**src/rtl/digital_screen_pkg.sv**
```systemverilog
// Shared scan-state type, blank segment pattern and slot-length helper
// for the multiplexed seven-segment display driver.
package digital_screen_pkg;

    typedef enum logic {ST_BLANK, ST_ON} scan_state_t;

    localparam logic [7:0] HEX_OFF = 8'hFF;

    function automatic int slot_len(input int blank_cycles, input int step_cycles,
                                    input int bright_w);
        return blank_cycles + (2 ** bright_w) * step_cycles;
    endfunction

endpackage

```
**src/rtl/digital_screen_pwm_seg7.sv**
```systemverilog
// Hex nibble to active-low seven-segment pattern, bit order gfedcba.
module digital_screen_pwm_seg7 (
    input  logic [3:0] nibble_i,
    output logic [6:0] seg_o
);

    always_comb begin
        seg_o = 7'h7F;
        case (nibble_i)
            4'h0: seg_o = 7'h40;
            4'h1: seg_o = 7'h79;
            4'h2: seg_o = 7'h24;
            4'h3: seg_o = 7'h30;
            4'h4: seg_o = 7'h19;
            4'h5: seg_o = 7'h12;
            4'h6: seg_o = 7'h02;
            4'h7: seg_o = 7'h78;
            4'h8: seg_o = 7'h00;
            4'h9: seg_o = 7'h10;
            4'hA: seg_o = 7'h08;
            4'hB: seg_o = 7'h03;
            4'hC: seg_o = 7'h46;
            4'hD: seg_o = 7'h21;
            4'hE: seg_o = 7'h06;
            4'hF: seg_o = 7'h0E;
        endcase
    end

endmodule

```
**src/rtl/digital_screen_pwm.sv**
```systemverilog
// Multiplexed seven-segment scan driver with dead-time blanking, PWM brightness,
// per-digit blink and frame-synchronous double-buffered display data.
module digital_screen_pwm
    import digital_screen_pkg::*;
#(
    parameter int NUM_DIGITS   = 8,
    parameter int BLANK_CYCLES = 64,
    parameter int STEP_CYCLES  = 256,
    parameter int BRIGHT_W     = 4,
    parameter int BLINK_FRAMES = 128
) (
    input  logic                       clk,
    input  logic                       clr_n,
    input  logic [NUM_DIGITS-1:0]      en,
    input  logic [NUM_DIGITS-1:0][3:0] display,
    input  logic [NUM_DIGITS-1:0]      dots,
    input  logic [NUM_DIGITS-1:0]      blink,
    input  logic [BRIGHT_W-1:0]        brightness,
    input  logic                       load,
    output logic [NUM_DIGITS-1:0]      AN,
    output logic [7:0]                 HEX,
    output logic                       frame_done
);

    localparam int SLOT_LEN  = slot_len(BLANK_CYCLES, STEP_CYCLES, BRIGHT_W);
    localparam int ON_CYCLES = SLOT_LEN - BLANK_CYCLES;
    localparam int CNT_MAX   = (ON_CYCLES > BLANK_CYCLES) ? ON_CYCLES : BLANK_CYCLES;
    localparam int CNT_W     = $clog2(CNT_MAX);
    localparam int SEL_W     = $clog2(NUM_DIGITS);
    localparam int FRAME_W   = (BLINK_FRAMES > 1) ? $clog2(BLINK_FRAMES) : 1;

    scan_state_t                 state_q, state_d;
    logic [CNT_W-1:0]            cnt_q, cnt_d;
    logic [SEL_W-1:0]            sel_q, sel_d;
    logic [BRIGHT_W-1:0]         duty_q, duty_d;
    logic [FRAME_W-1:0]          frameCnt_q, frameCnt_d;
    logic                        blinkPhase_q, blinkPhase_d;
    logic [NUM_DIGITS-1:0][3:0]  dispAct_q, dispAct_d, dispPend_q, dispPend_d;
    logic [NUM_DIGITS-1:0]       dotsAct_q, dotsAct_d, dotsPend_q, dotsPend_d;
    logic                        pendValid_q, pendValid_d;
    logic [NUM_DIGITS-1:0]       an_q, an_d;
    logic [7:0]                  hex_q, hex_d;
    logic                        frameDone_q, frameDone_d;

    logic        blankLast, onLast, frameEnd, lit;
    logic [31:0] onLimit;
    logic [6:0]  segCode;

    digital_screen_pwm_seg7 u_seg7 (
        .nibble_i (dispAct_q[sel_q]),
        .seg_o    (segCode)
    );

    assign blankLast = (state_q == ST_BLANK) && (cnt_q == CNT_W'(BLANK_CYCLES - 1));
    assign onLast    = (state_q == ST_ON) && (cnt_q == CNT_W'(ON_CYCLES - 1));
    assign frameEnd  = onLast && (sel_q == SEL_W'(NUM_DIGITS - 1));
    assign onLimit   = 32'(duty_q) * 32'(STEP_CYCLES);

    always_comb begin
        state_d      = state_q;
        cnt_d        = cnt_q + CNT_W'(1);
        sel_d        = sel_q;
        duty_d       = duty_q;
        frameCnt_d   = frameCnt_q;
        blinkPhase_d = blinkPhase_q;
        dispAct_d    = dispAct_q;
        dotsAct_d    = dotsAct_q;
        dispPend_d   = dispPend_q;
        dotsPend_d   = dotsPend_q;
        pendValid_d  = pendValid_q;

        if (state_q == ST_BLANK) begin
            if (blankLast) begin
                state_d = ST_ON;
                cnt_d   = '0;
                duty_d  = brightness;
            end
        end else begin
            if (onLast) begin
                state_d = ST_BLANK;
                cnt_d   = '0;
                sel_d   = (sel_q == SEL_W'(NUM_DIGITS - 1)) ? '0 : sel_q + SEL_W'(1);
            end
        end

        if (frameEnd) begin
            if (pendValid_q) begin
                dispAct_d   = dispPend_q;
                dotsAct_d   = dotsPend_q;
                pendValid_d = 1'b0;
            end
            if (frameCnt_q == FRAME_W'(BLINK_FRAMES - 1)) begin
                frameCnt_d   = '0;
                blinkPhase_d = ~blinkPhase_q;
            end else begin
                frameCnt_d = frameCnt_q + FRAME_W'(1);
            end
        end

        // A load on the boundary cycle lands after the commit above, so it waits a frame.
        if (load) begin
            dispPend_d  = display;
            dotsPend_d  = dots;
            pendValid_d = 1'b1;
        end

        lit = (state_q == ST_ON) && (32'(cnt_q) < onLimit) && en[sel_q]
              && !(blink[sel_q] && blinkPhase_q);
        an_d        = lit ? ~(NUM_DIGITS'(1) << sel_q) : '1;
        hex_d       = lit ? {~dotsAct_q[sel_q], segCode} : HEX_OFF;
        frameDone_d = frameEnd;
    end

    always_ff @(posedge clk or negedge clr_n) begin
        if (!clr_n) begin
            state_q      <= ST_BLANK;
            cnt_q        <= '0;
            sel_q        <= '0;
            duty_q       <= '0;
            frameCnt_q   <= '0;
            blinkPhase_q <= 1'b0;
            dispAct_q    <= '0;
            dotsAct_q    <= '0;
            dispPend_q   <= '0;
            dotsPend_q   <= '0;
            pendValid_q  <= 1'b0;
            an_q         <= '1;
            hex_q        <= HEX_OFF;
            frameDone_q  <= 1'b0;
        end else begin
            state_q      <= state_d;
            cnt_q        <= cnt_d;
            sel_q        <= sel_d;
            duty_q       <= duty_d;
            frameCnt_q   <= frameCnt_d;
            blinkPhase_q <= blinkPhase_d;
            dispAct_q    <= dispAct_d;
            dotsAct_q    <= dotsAct_d;
            dispPend_q   <= dispPend_d;
            dotsPend_q   <= dotsPend_d;
            pendValid_q  <= pendValid_d;
            an_q         <= an_d;
            hex_q        <= hex_d;
            frameDone_q  <= frameDone_d;
        end
    end

    assign AN         = an_q;
    assign HEX        = hex_q;
    assign frame_done = frameDone_q;

endmodule

```
**config.mk**
```make
export PLATFORM = sky130hd
export DESIGN_NAME = digital_screen_pwm
export DESIGN_NICKNAME = d
export VERILOG_FILES = /design/src/rtl/digital_screen_pkg.sv /design/src/rtl/digital_screen_pwm_seg7.sv /design/src/rtl/digital_screen_pwm.sv
export SDC_FILE = /design/constraint.sdc
export NUM_CORES = 1
export LEC_CHECK = 0
export CORE_MARGIN = 2
export CORE_UTILIZATION = 45
export DETAILED_ROUTE_END_ITERATION = 12
export GPL_TIMING_DRIVEN = 0
export PLACE_DENSITY = 0.78
export RECOVER_POWER = 25
export SLEW_MARGIN = 15
export SYNTH_ARGS = -nofsm -noshare
export SYNTH_HDL_FRONTEND = slang
export SYNTH_SLANG_ARGS = --single-unit
```
**constraint.sdc**
```tcl
create_clock -name clk -period 2.6 [get_ports clk]
set_input_delay 0.52 -clock clk [delete_from_list [all_inputs] [get_ports clk]]
set_output_delay 0.52 -clock clk [all_outputs]
set_load 0.02 [all_outputs]
```
**Word level (Yosys, flattened, before mapping)**

Memory sizes are Yosys's and may differ from the RTL's.
Index checks and enable logic that the tools add are counted.

- Register bits: 126
- Memory bits (read-only): 112
- Input port bits: 63
- Output and inout port bits: 17
- Word-level logic and storage cells: 76
- Memories kept: 1

Memories:

| name | depth | width | read ports | clocked after Yosys merged registers in | write ports | line | text |
|---|---|---|---|---|---|---|---|
| (name not given) | 16 | 7 | 1 | 0 | 0 | digital_screen_pwm_seg7.sv:9 | `case (nibble_i)` |

- $add $sub $neg: 3
- Order comparisons: 2
- Equality and inequality tests: 4
- Shifts and indexed selects: 1
- Multiplexer cells: 20
- Bitwise logic cells: 4
- Reduce and logical (&&, ||, !) cells: 13

Operators by type and width:

| operator | number |
|---|---|
| $mux W12 | 3 |
| $mux W8 | 2 |
| $add A12 B1 Y12 const B | 1 |
| $bmux W4 S3 | 1 |
| $eq A12 B12 Y1 const B | 1 |
| $eq A12 B6 Y1 const B | 1 |
| $lt A12 B12 Y1 | 1 |
| $bmux W1 S3 | 3 |
| $mux W1 | 8 |
| $not A8 Y8 | 1 |
| $reduce_and A2 Y1 | 4 |
| $shl A1 B3 Y8 const A | 1 |
| $add A7 B1 Y7 const B | 1 |
| $eq A7 B7 Y1 const B | 1 |
| $logic_and A1 B1 Y1 | 7 |
| $mux W7 | 1 |
| $lt A3 B4 Y1 const B | 1 |
| $mux W4 | 1 |
| $add A3 B1 Y3 const B | 1 |
| $eq A3 B3 Y1 const B | 1 |
| $mux W3 | 1 |
| $not A1 Y1 | 3 |
| $reduce_bool A2 Y1 | 1 |
| $logic_not A1 Y1 | 1 |

**Logic depth before layout (Yosys ltp)**

Gate-level depths: netlist (run 1).

- Depth after elaboration: 6
- Depth in mapped cells: 9
- Depth with buffers taken out: 7

**By module**

Synthesis (run 1) repeated with hierarchy kept, for this count alone.

- Cells, all modules: 424
- Area total of the unflattened synthesis: 5949.5 um^2

Modules (own cells, without submodules):

| module | instances | cells each | area an instance (um^2) | seq. area each (um^2) |
|---|---|---|---|---|
| digital_screen_pwm | 1 | 389 | 5683.0 | 3173.0 |
| digital_screen_pwm_seg7 | 1 | 35 | 266.5 | 0.0 |

**Worst setup path after synthesis (run 1)**

No wires, ideal clock.

- Path type: flip-flop to flip-flop
- Start: register sel_q[0]
- End: register hex_q[5], in the netlist HEX[5]
- Setup time: 97 ps
- Arrival: 2308 ps
- Data required time: 2503 ps
- Setup slack: 195 ps
- Stages on the path, launching flop included: 10
- Buffers on the path: 2
- Period minus slack after synthesis: 2405 ps
- Cells stage by stage: dfrtp_1 -> buf_6 -> clkbuf_8 -> mux4_2 -> mux2i_1 -> inv_1 -> ha_1 -> mux2_4 -> nand2_2 -> o211ai_2

- Longest elaborated chain between the ends: 6
- Elaborated cells between the ends (all ways): 12
- Classes of those cells: mux: 7; reduce/logical: 4; memory: 1

RTL lines:

| what | line | text |
|---|---|---|
| start, declared | digital_screen_pwm.sv:34 | `logic [SEL_W-1:0] sel_q, sel_d;` |
| start signal, assigned | digital_screen_pwm.sv:133 | `sel_q <= sel_d;` |
| parallel branches: the longest is 5 deep, another holds $mem_v2 Z16 W7 | n/a |  |
| $mux W8 * | digital_screen_pwm.sv:110 | `hex_d = lit ? {~dotsAct_q[sel_q], segCode} : HEX_OFF;` |
| net hex_d[5] | digital_screen_pwm.sv:42 | `logic [7:0] hex_q, hex_d;` |
| end signal, assigned | digital_screen_pwm.sv:128 | `hex_q <= HEX_OFF;` |
| end signal, assigned | digital_screen_pwm.sv:143 | `hex_q <= hex_d;` |
| end, declared | digital_screen_pwm.sv:42 |  |

Mark *: on every way through the listed nets, which the timed path passes. The select of a mux whose other input is x is not followed.
A chain may end at the register's enable or synchronous reset.

**Worst setup path after layout (run 1)**

Same ends and word-level chain as after synthesis.

==> results.ini, run 1 <==
[status]
status = finished, violations left
failed_checks = max-capacitance violations, max-slew violations

[pwr]
seqPwrFrac_pct = 43.2
power_switching_uw = 930
swShare_pct = 19.5
pwr-share-clk_pct = 52.0
vdd_ir_drop_max_mv = 0.406
power.share.combinational_pct = 4.8
leakage_uw = 0.00329
intPower_uw = 3840
p_per_area_mw_per_mm2 = 652

[clocking]
cts_made_buffers = 17
clockRootBuffer = clkbuf_16
cts.clk_slew.worst_paths_ns = 0.05
ctsHoldBuffers = 0
htreeDepth = 4
cts_sinks = 126
clock_latency_ns = 0.40
cts_tree = yes
clock_path_buffers = 2

[worst_setup_path]
criticalPathCategory = reg -> reg
critPathRequiredTime_ns = 2.90
crit_buf_inv = 3
cp.arrival_ns = 2.78
critPathCaptureType = register
crit_slowest_cell = mux4_2
worstReg2RegStart = sel_q[0]
cp_max_fo = 10
reg2reg_depth = 9
cp_slowest_stage_delay_ns = 0.57
reg2reg_to = HEX[5]
startpoint_type = register
startpoint = sel_q[0]
r2r_slack_ns = 0.12
path_delay_family = multiplexers
critical_path_depth = 9
path_cells = buf_6 > buf_8 > mux4_2 > mux2i_4 > inv_1 > ha_1 > mux2_4 > nand2_2 > o211ai_2
worstSetupEndpoint = HEX[5]

[sta]
finalClockSkew_ns = 0.00550
max_clock_freq_mhz = 403
fin_crit_ns = 2.48
final_hold_viol_count = 0
drv_slew = 45
worst_pin_slew_ns = 1.97
final-setup-viol-count = 0
final.setup.worst_slack_ns = 0.118
max-slew-margin-rel_pct = -31.4
rsz0062_at_grt = false
timing.hold.ws_ns = 0.476
finalCritPeriodShare_pct = 95.4
tns_ns = 0

[floorplan]
start_util_pct = 46.6
rows = 40
core-area_mm2 = 0.0121
fp.dieArea_mm2 = 0.0135
io_pins = 80
die_w_um = 116
die_y_um = 116

[detailed_routing]
routed_wl_um = 11300
wire_per_inst_um = 16.7
vias = 3438
drt_iter0_markers = 141
drt-pass1-iter-count = 4
antenna_left = 0
vias_per_cell = 5.07
drc = 0

[finish]
syn_to_final_growth_pct = 29.6
final_nets = 577
num_antenna_cells = 0
final_core_util_pct = 60.4
drive_above_1_share_pct = 31.6
stdcell_count = 678

[global_routing]
grt_pass1_wl_um = 18300
overflow = 0
grt_antenna_before_repair = 0
grt_max_degree = 83
first_global_vias = 3675
grt_usage_pct = 18.3

[logic_synthesis]
synth.net_count = 478
synth_cell_type_count = 48
ys_seq_area_share_pct = 56.2
yosysWarnings = 0
synth_top_area_share_pct = 48.7
ys.flop_type = dfrtp_1
syn-cell-area_mm2 = 0.00565
async_flop_share_pct = 100
yosys-top-cells-area = dfrtp_1 (49%), mux2_2 (16%), dfstp_2 (7.4%), mux4_2 (4.8%), ha_1 (3.8%)
avgSynthCellArea_um2 = 14.2
synth_seq_cells = 126
synth.largest_area_cell = dfrtp_1
synth-edff-count = 0
synthCells = 398

[placed_design]
dpl.hpwl_um = 8150
post-place-ws_ns = -0.224
gp_congestion = 0.863
dp.cells = 645
io_buffers = 78

[flow_run]
drv_cap = 1

[min_path]
hold_path_class = reg -> reg

[power by group through the flow]
stage	Combinational (µW)	Sequential, µW	Clock [µW]
after floorplan	81.4	2080	0
after global placement	220	2090	0
after detailed placement	232	2090	0
after CTS	235	2060	2530
after global routing	250	2070	2620
final	229	2060	2480
[per-stage QoR]
stage,area [µm²],total power [µW]
after detailed placement,6670,2330
final,7320,4770
after CTS,7310,4820
after global routing,7320,4940
after floorplan,5650,2160
after global placement,6640,2310
[layout make-up]
| cell class | instances | area [µm²] |
|---|---|---|
| Buffer | 16 | 121 |
| Clock inverter | 11 | 163 |
| Inverter | 13 | 50.0 |
| Tap cell | 168 | 210 |
| Multi-Input combinational cell | 243 | 2320 |
| Sequential cell | 126 | 3170 |
| Fill cell | 965 | 4790 |
| Clock buffer | 21 | 470 |
| Timing Repair Buffer | 80 | 815 |
[flip-flops by register name, indices dropped and copies added (netlist names)]
name	flops
dispAct_q	32
dispPend_q	32
cnt_q	12
AN	8
HEX	8
dotsAct_q	8
dotsPend_q	8
frameCnt_q	7
duty_q	4
sel_q	3
blinkPhase_q	1
frame_done	1
pendValid_q	1
state_q	1
[how the worst min path moves through the flow]
| stage | cells after the start | end | slack [ns] | start |
|---|---|---|---|---|
| floorplan | 0 | blinkPhase_q | 0.22 | clr_n |
| global placement | 1 | cnt_q[0] | 0.46 | cnt_q[0] |
| detailed placement | 1 | frameCnt_q[6] | 0.46 | frameCnt_q[6] |
| CTS | 1 | dispPend_q[5] | 0.04 | clr_n |
| global route | 1 | frameCnt_q[6] | 0.49 | frameCnt_q[6] |
| finish | 1 | frameCnt_q[6] | 0.48 | frameCnt_q[6] |
[placed cells by master, fill, tap and decap left out, drive strengths merged, types with 3 or more instances in the layout]
cell	instances
clkbuf	24
o211ai	4
nand4	4
xor2	5
buf	15
and2	4
nand3	7
xnor2	9
bufinv	4
dfstp	16
and3	3
clkinv	5
nand2	36
nor2	11
clkinvlp	3
a21o	5
dfrtp	110
nor3	3
mux2i	5
nand2b	4
clkdlybuf4s50	76
inv	12
o21ai	8
ha	17
mux4	14
mux2	86
a211oi	3
[worst register-to-register path, stage by stage (launching register included)]
cell      delay, ns
dfrtp_1        0.39
buf_6          0.20
buf_8          0.19
mux4_2         0.58
mux2i_4        0.22
inv_1          0.12
ha_1           0.26
mux2_4         0.28
nand2_2        0.07
o211ai_2       0.08
[layer usage]
layer | share of wire, % | routed length, µm | GRT usage (%) | vias up
met3 | 4.7 | 533 | 5.39 | 17
met4 | 2.1 | 233 | 7.46 | 0
met5 | 0 | 0 | 0 | -
met2 | 50 | 5640 | 30.0 | 86
li1 | - | - | - | 1616
met1 | 43 | 4910 | 22.9 | 1719
[synthesized netlist by cell type, types with 5 or more instances]
master     n
a21o_1     5
buf_6      6
dfrtp_1  110
dfstp_2   16
ha_1      17
inv_1     12
mux2_2    81
mux4_2    12
nand2_1   34
nand3_1    7
nor2_1    11
o21ai_0    6
xnor2_1    9
xor2_1     5
[cells by family (layout without fill, tap and decap cells)]
group                    after synthesis  in the layout  share of synthesized area [%]
flip-flops                           126            126                           56.2
multiplexers                         105            105                           24.0
AND/OR/NAND/NOR                       78             78                           6.91
AO/OA/AOI/OAI                         29             29                           3.90
buffers and inverters                 29            141                           3.01
adder cells (fa/ha/maj)               17             17                           3.77
XOR/XNOR                              14             14                           2.17
[repair_timing]
action | CTS | global route
cloned | 0 | 0
pin swaps | 0 | 0
setup endpoints to repair | 5 | 2
setup buffers | 0 | 1
gates resized for setup | 2 | 1
(Power assumes the default switching activity.)
==> run 2: changes to the inputs <==
Settings changed: PLACE_DENSITY 0.78 to 0.76.
Clock period 2.6 ns to 2.5 ns, I/O delays scaled along.
==> results.ini, run 2 (synthesized netlist as in run 1, its figures left out) <==
[finish]
post-route-cell-area_mm2 = 0.00735  ; was 0.00732 mm²
most-common-layout-cells = dfrtp_1 (110), mux2_2 (80), clkdlybuf4s50_1 (76)  ; was dfrtp_1 (110), mux2_2 (81), clkdlybuf4s50_1 (76)
final_common_cell = dfrtp_1  ; unchanged
syn_to_final_growth_pct = 30.1  ; was 29.6%
fillCellCount = 935  ; was 965
num_antenna_cells = 0  ; unchanged
final_nets = 581  ; was 577
top_regs = dispAct_q: 32 flops, dispPend_q: 32 flops, cnt_q: 12 flops  ; unchanged
drive_above_1_share_pct = 32.6  ; was 31.6%
final_core_util_pct = 60.7  ; was 60.4%

[sta]
max-slew-margin-rel_pct = 41.5  ; was -31.4%
fin_crit_ns = 2.38  ; was 2.48 ns
finalClockSkew_ns = 0.00791  ; was 0.00550 ns
finalCritPeriodShare_pct = 95.3  ; was 95.4%
rsz0062_at_grt = false  ; unchanged
worst_pin_slew_ns = 0.877  ; was 1.97 ns
final-setup-viol-count = 0  ; unchanged
drv_slew = 0  ; was 45
final_hold_viol_count = 0  ; unchanged
timing.hold.ws_ns = 0.477  ; was 0.476 ns
tns_ns = 0  ; unchanged
max_clock_freq_mhz = 420  ; was 403 MHz

[min_path]
min_from = frameCnt_q[6]  ; unchanged
min_to = frameCnt_q[6]  ; unchanged
hold_path_class = reg -> reg  ; unchanged
hold_depth = 1  ; unchanged

[detailed_routing]
drt-pass1-iter-count = 4  ; unchanged
drt_iter0_markers = 122  ; was 141
drc = 0  ; unchanged
vias_per_cell = 5.14  ; was 5.07
wire_per_inst_um = 16.7  ; about the same
routed_wl_um = 11300  ; about the same
antenna_left = 0  ; unchanged
vias = 3501  ; was 3438

[worst_setup_path]
crit_slowest_cell = mux4_2  ; unchanged
startpoint_type = register  ; unchanged
cp_slowest_stage_delay_ns = 0.56  ; was 0.57 ns
reg2reg_to = HEX[5]  ; unchanged
criticalPathCategory = reg -> reg  ; unchanged
critPathCaptureType = register  ; unchanged
r2r_slack_ns = 0.12  ; about the same
reg2reg_depth = 9  ; unchanged
worstReg2RegStart = sel_q[0]  ; unchanged
cp_max_fo = 10  ; unchanged
critPathRequiredTime_ns = 2.83  ; was 2.90 ns
path_cells = buf_8 > clkbuf_16 > mux4_2 > mux2i_4 > inv_1 > ha_1 > mux2_4 > nand2_2 > o211ai_2  ; was buf_6 > buf_8 > mux4_2 > mux2i_4 > inv_1 > ha_1 > mux2_4 > nand2_2 > o211ai_2
cp.arrival_ns = 2.71  ; was 2.78 ns

[global_routing]
grt_max_degree = 91  ; was 83
grt_antenna_before_repair = 0  ; unchanged
overflow = 0  ; unchanged
first_global_vias = 3721  ; was 3675
grt_usage_pct = 18.3  ; about the same
grt_pass1_wl_um = 18400  ; was 18300 µm

[pwr]
vdd_ir_drop_max_mv = 0.367  ; was 0.406 mV
p_per_area_mw_per_mm2 = 672  ; was 652 mW/mm²
leakage_uw = 0.00330  ; was 0.00329 µW

[clocking]
htreeDepth = 4  ; unchanged
cts_tree = yes  ; unchanged
cts_made_buffers = 17  ; unchanged
clock_latency_ns = 0.41  ; was 0.40 ns
cts_sinks = 126  ; unchanged
cts.clk_slew.worst_paths_ns = 0.06  ; was 0.05 ns
clock_path_buffers = 2  ; unchanged
clockRootBuffer = clkbuf_16  ; unchanged

[floorplan]
die_y_um = 116  ; unchanged
die_w_um = 116  ; unchanged
start_util_pct = 46.6  ; unchanged
rows = 40  ; unchanged
io_pins = 80  ; unchanged
fp.dieArea_mm2 = 0.0135  ; unchanged
core-area_mm2 = 0.0121  ; unchanged

[placed_design]
dpl.hpwl_um = 8010  ; was 8150 µm
io_buffers = 78  ; unchanged
placed_area_mm2 = 0.00667  ; unchanged
gp_congestion = 0.847  ; was 0.863

[status]
status = complete, no violations  ; was finished, violations left

[flow_run]
drv_cap = 0  ; was 1

run 2: worst max-delay path: cells and delay by family, from the launching register on:
family	cells	cell delay [ns]
AOI/OAI and AO/OA	1	0.07
adders and majority gates	1	0.26
buffers and inverters	3	0.48
DFF	1	0.40
muxes	3	1.02
and+or+nand+nor	1	0.07
run 2: where the power goes:
part / internal, µW / switching [µW] / leakage (µW)
clock network: 1660 / 901 / 0.000295
registers: 2110 / 34.2 / 0.00158
logic: 147 / 83.7 / 0.00142
run 2: metrics by stage:
stage | total power [µW] | std cells | setup WS [ns]
after global routing | 5110 | 681 | 0.0131
final | 4940 | 681 | 0.117
after floorplan | 2250 | 398 | 0.0946
after detailed placement | 2420 | 645 | -0.350
after CTS | 4980 | 678 | 0.0352
after global placement | 2400 | 644 | -3.72
run 2: repair_timing:
| action | 4_1_cts | 5_1_grt |
|---|---|---|
| pin swaps | 0 | 1 |
| endpoints found under the setup margin | 6 | 4 |
| hold endpoints to repair | 36 | 0 |
| hold buffers | 1 | 0 |
| gates resized for setup | 3 | 4 |
| buffers inserted | 1 | 3 |
run 2: worst max-delay path by stage:
| stage | cells after the start | slack [ns] | to | startpoint |
|---|---|---|---|---|
| final | 9 | 0.12 | HEX[5] | sel_q[0] |
| after global routing | 9 | 0.01 | HEX[5] | sel_q[0] |
| after CTS | 9 | 0.04 | HEX[3] | sel_q[0] |
| after detailed placement | 9 | -0.35 | HEX[5] | sel_q[0] |
| after global placement | 1 | -3.72 | duty_q[0] | clr_n |
| after floorplan | 9 | 0.09 | HEX[5] | sel_q[0] |
run 2: area by class of cell:
cell class	count	area (µm²)	area share, %
Clock inverter	14	193	2.62
Buffer	16	135	1.84
Timing Repair Buffer	84	840	11.4
Sequential cell	126	3170	43.2
Clock buffer	17	425	5.79
Tap cell	168	210	2.86
Inverter	13	50.0	0.681
Multi-Input combinational cell	243	2320	31.6
run 2: layer usage:
layer  part of all wire (%)  global-route usage (%)  vias up
met1                     43                    22.7     1779
met3                    5.3                    6.54        9
met4                    1.1                    4.68        0
li1                       -                       -     1623
met5                      0                       0        -
met2                     50                    30.6       90
==> run 3: changes to the inputs <==
Settings changed: CORE_ASPECT_RATIO set to 0.9, CORE_UTILIZATION 45 to 57, CTS_BUF_LIST set to sky130_fd_sc_hd__clkbuf_4, PLACE_DENSITY 0.76 to 0.91.
==> results.ini, run 3 (synthesized netlist as in run 1, its figures left out) <==
[sta]
final.setup.worst_slack_ns = 0.102  ; was 0.117 ns
final_hold_viol_count = 0  ; unchanged
rsz0062_at_grt = false  ; unchanged
max-slew-margin-rel_pct = 16.6  ; was 41.5%
worst_pin_slew_ns = 1.25  ; was 0.877 ns
max_clock_freq_mhz = 417  ; was 420 MHz
finalClockSkew_ns = 0.0323  ; was 0.00791 ns
finalCritPeriodShare_pct = 95.9  ; was 95.3%
fin_crit_ns = 2.40  ; was 2.38 ns
tns_ns = 0  ; unchanged
final-setup-viol-count = 0  ; unchanged
drv_slew = 0  ; unchanged

[worst_setup_path]
critPathCaptureType = register  ; unchanged
cp_slowest_stage_delay_ns = 0.52  ; was 0.56 ns
startpoint_type = register  ; unchanged
r2r_slack_ns = 0.10  ; was 0.12 ns
critPathRequiredTime_ns = 2.95  ; was 2.83 ns
worstReg2RegStart = sel_q[0]  ; unchanged
path_cells = buf_8 > mux4_2 > mux2_2 > inv_1 > ha_1 > nor2_1 > a211oi_1 > o21ai_1  ; was buf_8 > clkbuf_16 > mux4_2 > mux2i_4 > inv_1 > ha_1 > mux2_4 > nand2_2 > o211ai_2
startpoint = sel_q[0]  ; unchanged
cp.arrival_ns = 2.85  ; was 2.71 ns
crit_slowest_cell = mux4_2  ; unchanged
criticalPathCategory = reg -> reg  ; unchanged
cp_max_fo = 17  ; was 10

[floorplan]
fp.dieArea_mm2 = 0.0107  ; was 0.0135 mm²
core-area_mm2 = 0.00966  ; was 0.0121 mm²
start_util_pct = 58.5  ; was 46.6%
die_w_um = 109  ; was 116 µm
io_pins = 80  ; unchanged
rows = 34  ; was 40
die_y_um = 98.4  ; was 116 µm

[pwr]
leakage_uw = 0.00312  ; was 0.00330 µW
p_per_area_mw_per_mm2 = 540  ; was 672 mW/mm²
vdd_ir_drop_max_mv = 0.392  ; was 0.367 mV

[global_routing]
overflow = 0  ; unchanged
grt_max_degree = 77  ; was 91
first_global_vias = 3622  ; was 3721
grt_antenna_before_repair = 0  ; unchanged
grt_pass1_wl_um = 17700  ; was 18400 µm
grt_usage_pct = 22.0  ; was 18.3%

[finish]
final_nets = 578  ; was 581
drive_above_1_share_pct = 31.1  ; was 32.6%
final_common_cell = dfrtp_1  ; unchanged
top_regs = dispAct_q: 32 flops, dispPend_q: 32 flops, cnt_q: 12 flops  ; unchanged
num_antenna_cells = 0  ; unchanged
final_core_util_pct = 71.5  ; was 60.7%
most-common-layout-cells = dfrtp_1 (110), mux2_2 (81), clkdlybuf4s50_1 (77)  ; was dfrtp_1 (110), mux2_2 (80), clkdlybuf4s50_1 (76)
syn_to_final_growth_pct = 22.4  ; was 30.1%

[clocking]
clockRootBuffer = clkbuf_4  ; was clkbuf_16
cts_made_buffers = 17  ; unchanged
clock_latency_ns = 0.54  ; was 0.41 ns
htreeDepth = 4  ; unchanged
cts_tree = yes  ; unchanged
cts.clk_slew.worst_paths_ns = 0.12  ; was 0.06 ns
cts_sinks = 126  ; unchanged
clock_path_buffers = 2  ; unchanged

[placed_design]
post-place-ws_ns = -0.223  ; was -0.350 ns
gp_congestion = 0.838  ; was 0.847
dpl.hpwl_um = 7960  ; was 8010 µm
io_buffers = 78  ; unchanged

[detailed_routing]
wire_per_inst_um = 17.0  ; was 16.7 µm
drt_iter0_markers = 132  ; was 122
drt-pass1-iter-count = 4  ; unchanged
antenna_left = 0  ; unchanged
routed_wl_um = 10800  ; was 11300 µm
vias = 3504  ; was 3501
vias_per_cell = 5.50  ; was 5.14
drc = 0  ; unchanged

[status]
status = complete, no violations  ; unchanged

[min_path]
min_from = load  ; was frameCnt_q[6]
hold_path_class = in -> reg  ; was reg -> reg

[flow_run]
drv_cap = 0  ; unchanged

[run 3: per-layer routing]
| metal | global-route usage, % | share of wire, % | vias up |
|---|---|---|---|
| li1 | - | - | 1624 |
| met1 | 28.0 | 42 | 1748 |
| met2 | 36.8 | 51 | 113 |
| met3 | 4.96 | 5.4 | 19 |
| met4 | 8.38 | 1.8 | 0 |
| met5 | 0 | 0 | - |
[run 3: metrics by stage]
stage	total power, µW	hold WS [ns]	std cells	instance area [µm²]
CTS	3760	0.366	637	6910
finish	3730	0.384	637	6910
global route	3870	0.362	637	6910
detailed placement	2420	0.458	603	6610
global placement	2400	0.464	602	6590
floorplan	2250	0.204	398	5650
[run 3: where the power goes]
part	internal, µW	switching, µW
combinational	151	85.1
clock	587	770
sequential	2100	34.5
total	2840	890
[run 3: path summary, 6_finish.rpt]
kind / cells past startpoint / end
setup / recovery: 8 / HEX[3]
hold / removal: 2 / dispPend_q[18]
setup reg to reg: 8 / HEX[3]
hold reg to reg: 1 / frameCnt_q[6]
max in group asynchronous: 3 / dispPend_q[25]
min in group asynchronous: 2 / cnt_q[9]
[run 3: final cells by class]
| cell class | count | area (µm²) |
|---|---|---|
| fillers | 630 | 2750 |
| flip-flops and latches | 126 | 3170 |
| repair buffers | 82 | 828 |
| inverters | 13 | 50.0 |
| well taps | 126 | 158 |
| clock inverters | 15 | 146 |
| multi-input cells | 243 | 2320 |
| clock buffers | 17 | 128 |
| plain buffers | 15 | 110 |
[run 3: critical path, delay by kind of cell, from the launching register on]
family / cells / cell delay [ns]
AOI/OAI and AO/OA: 2 / 0.23
adders and majority gates: 1 / 0.27
buffers and inverters: 2 / 0.38
DFF: 1 / 0.43
muxes: 2 / 0.86
and+or+nand+nor: 1 / 0.14
[run 3: repair_timing]
item	CTS	global route
hold buffers	1	0
endpoints found under the setup margin	6	1
endpoints found under the hold margin	34	0
buffers inserted	2	0
gates resized for setup	2	1
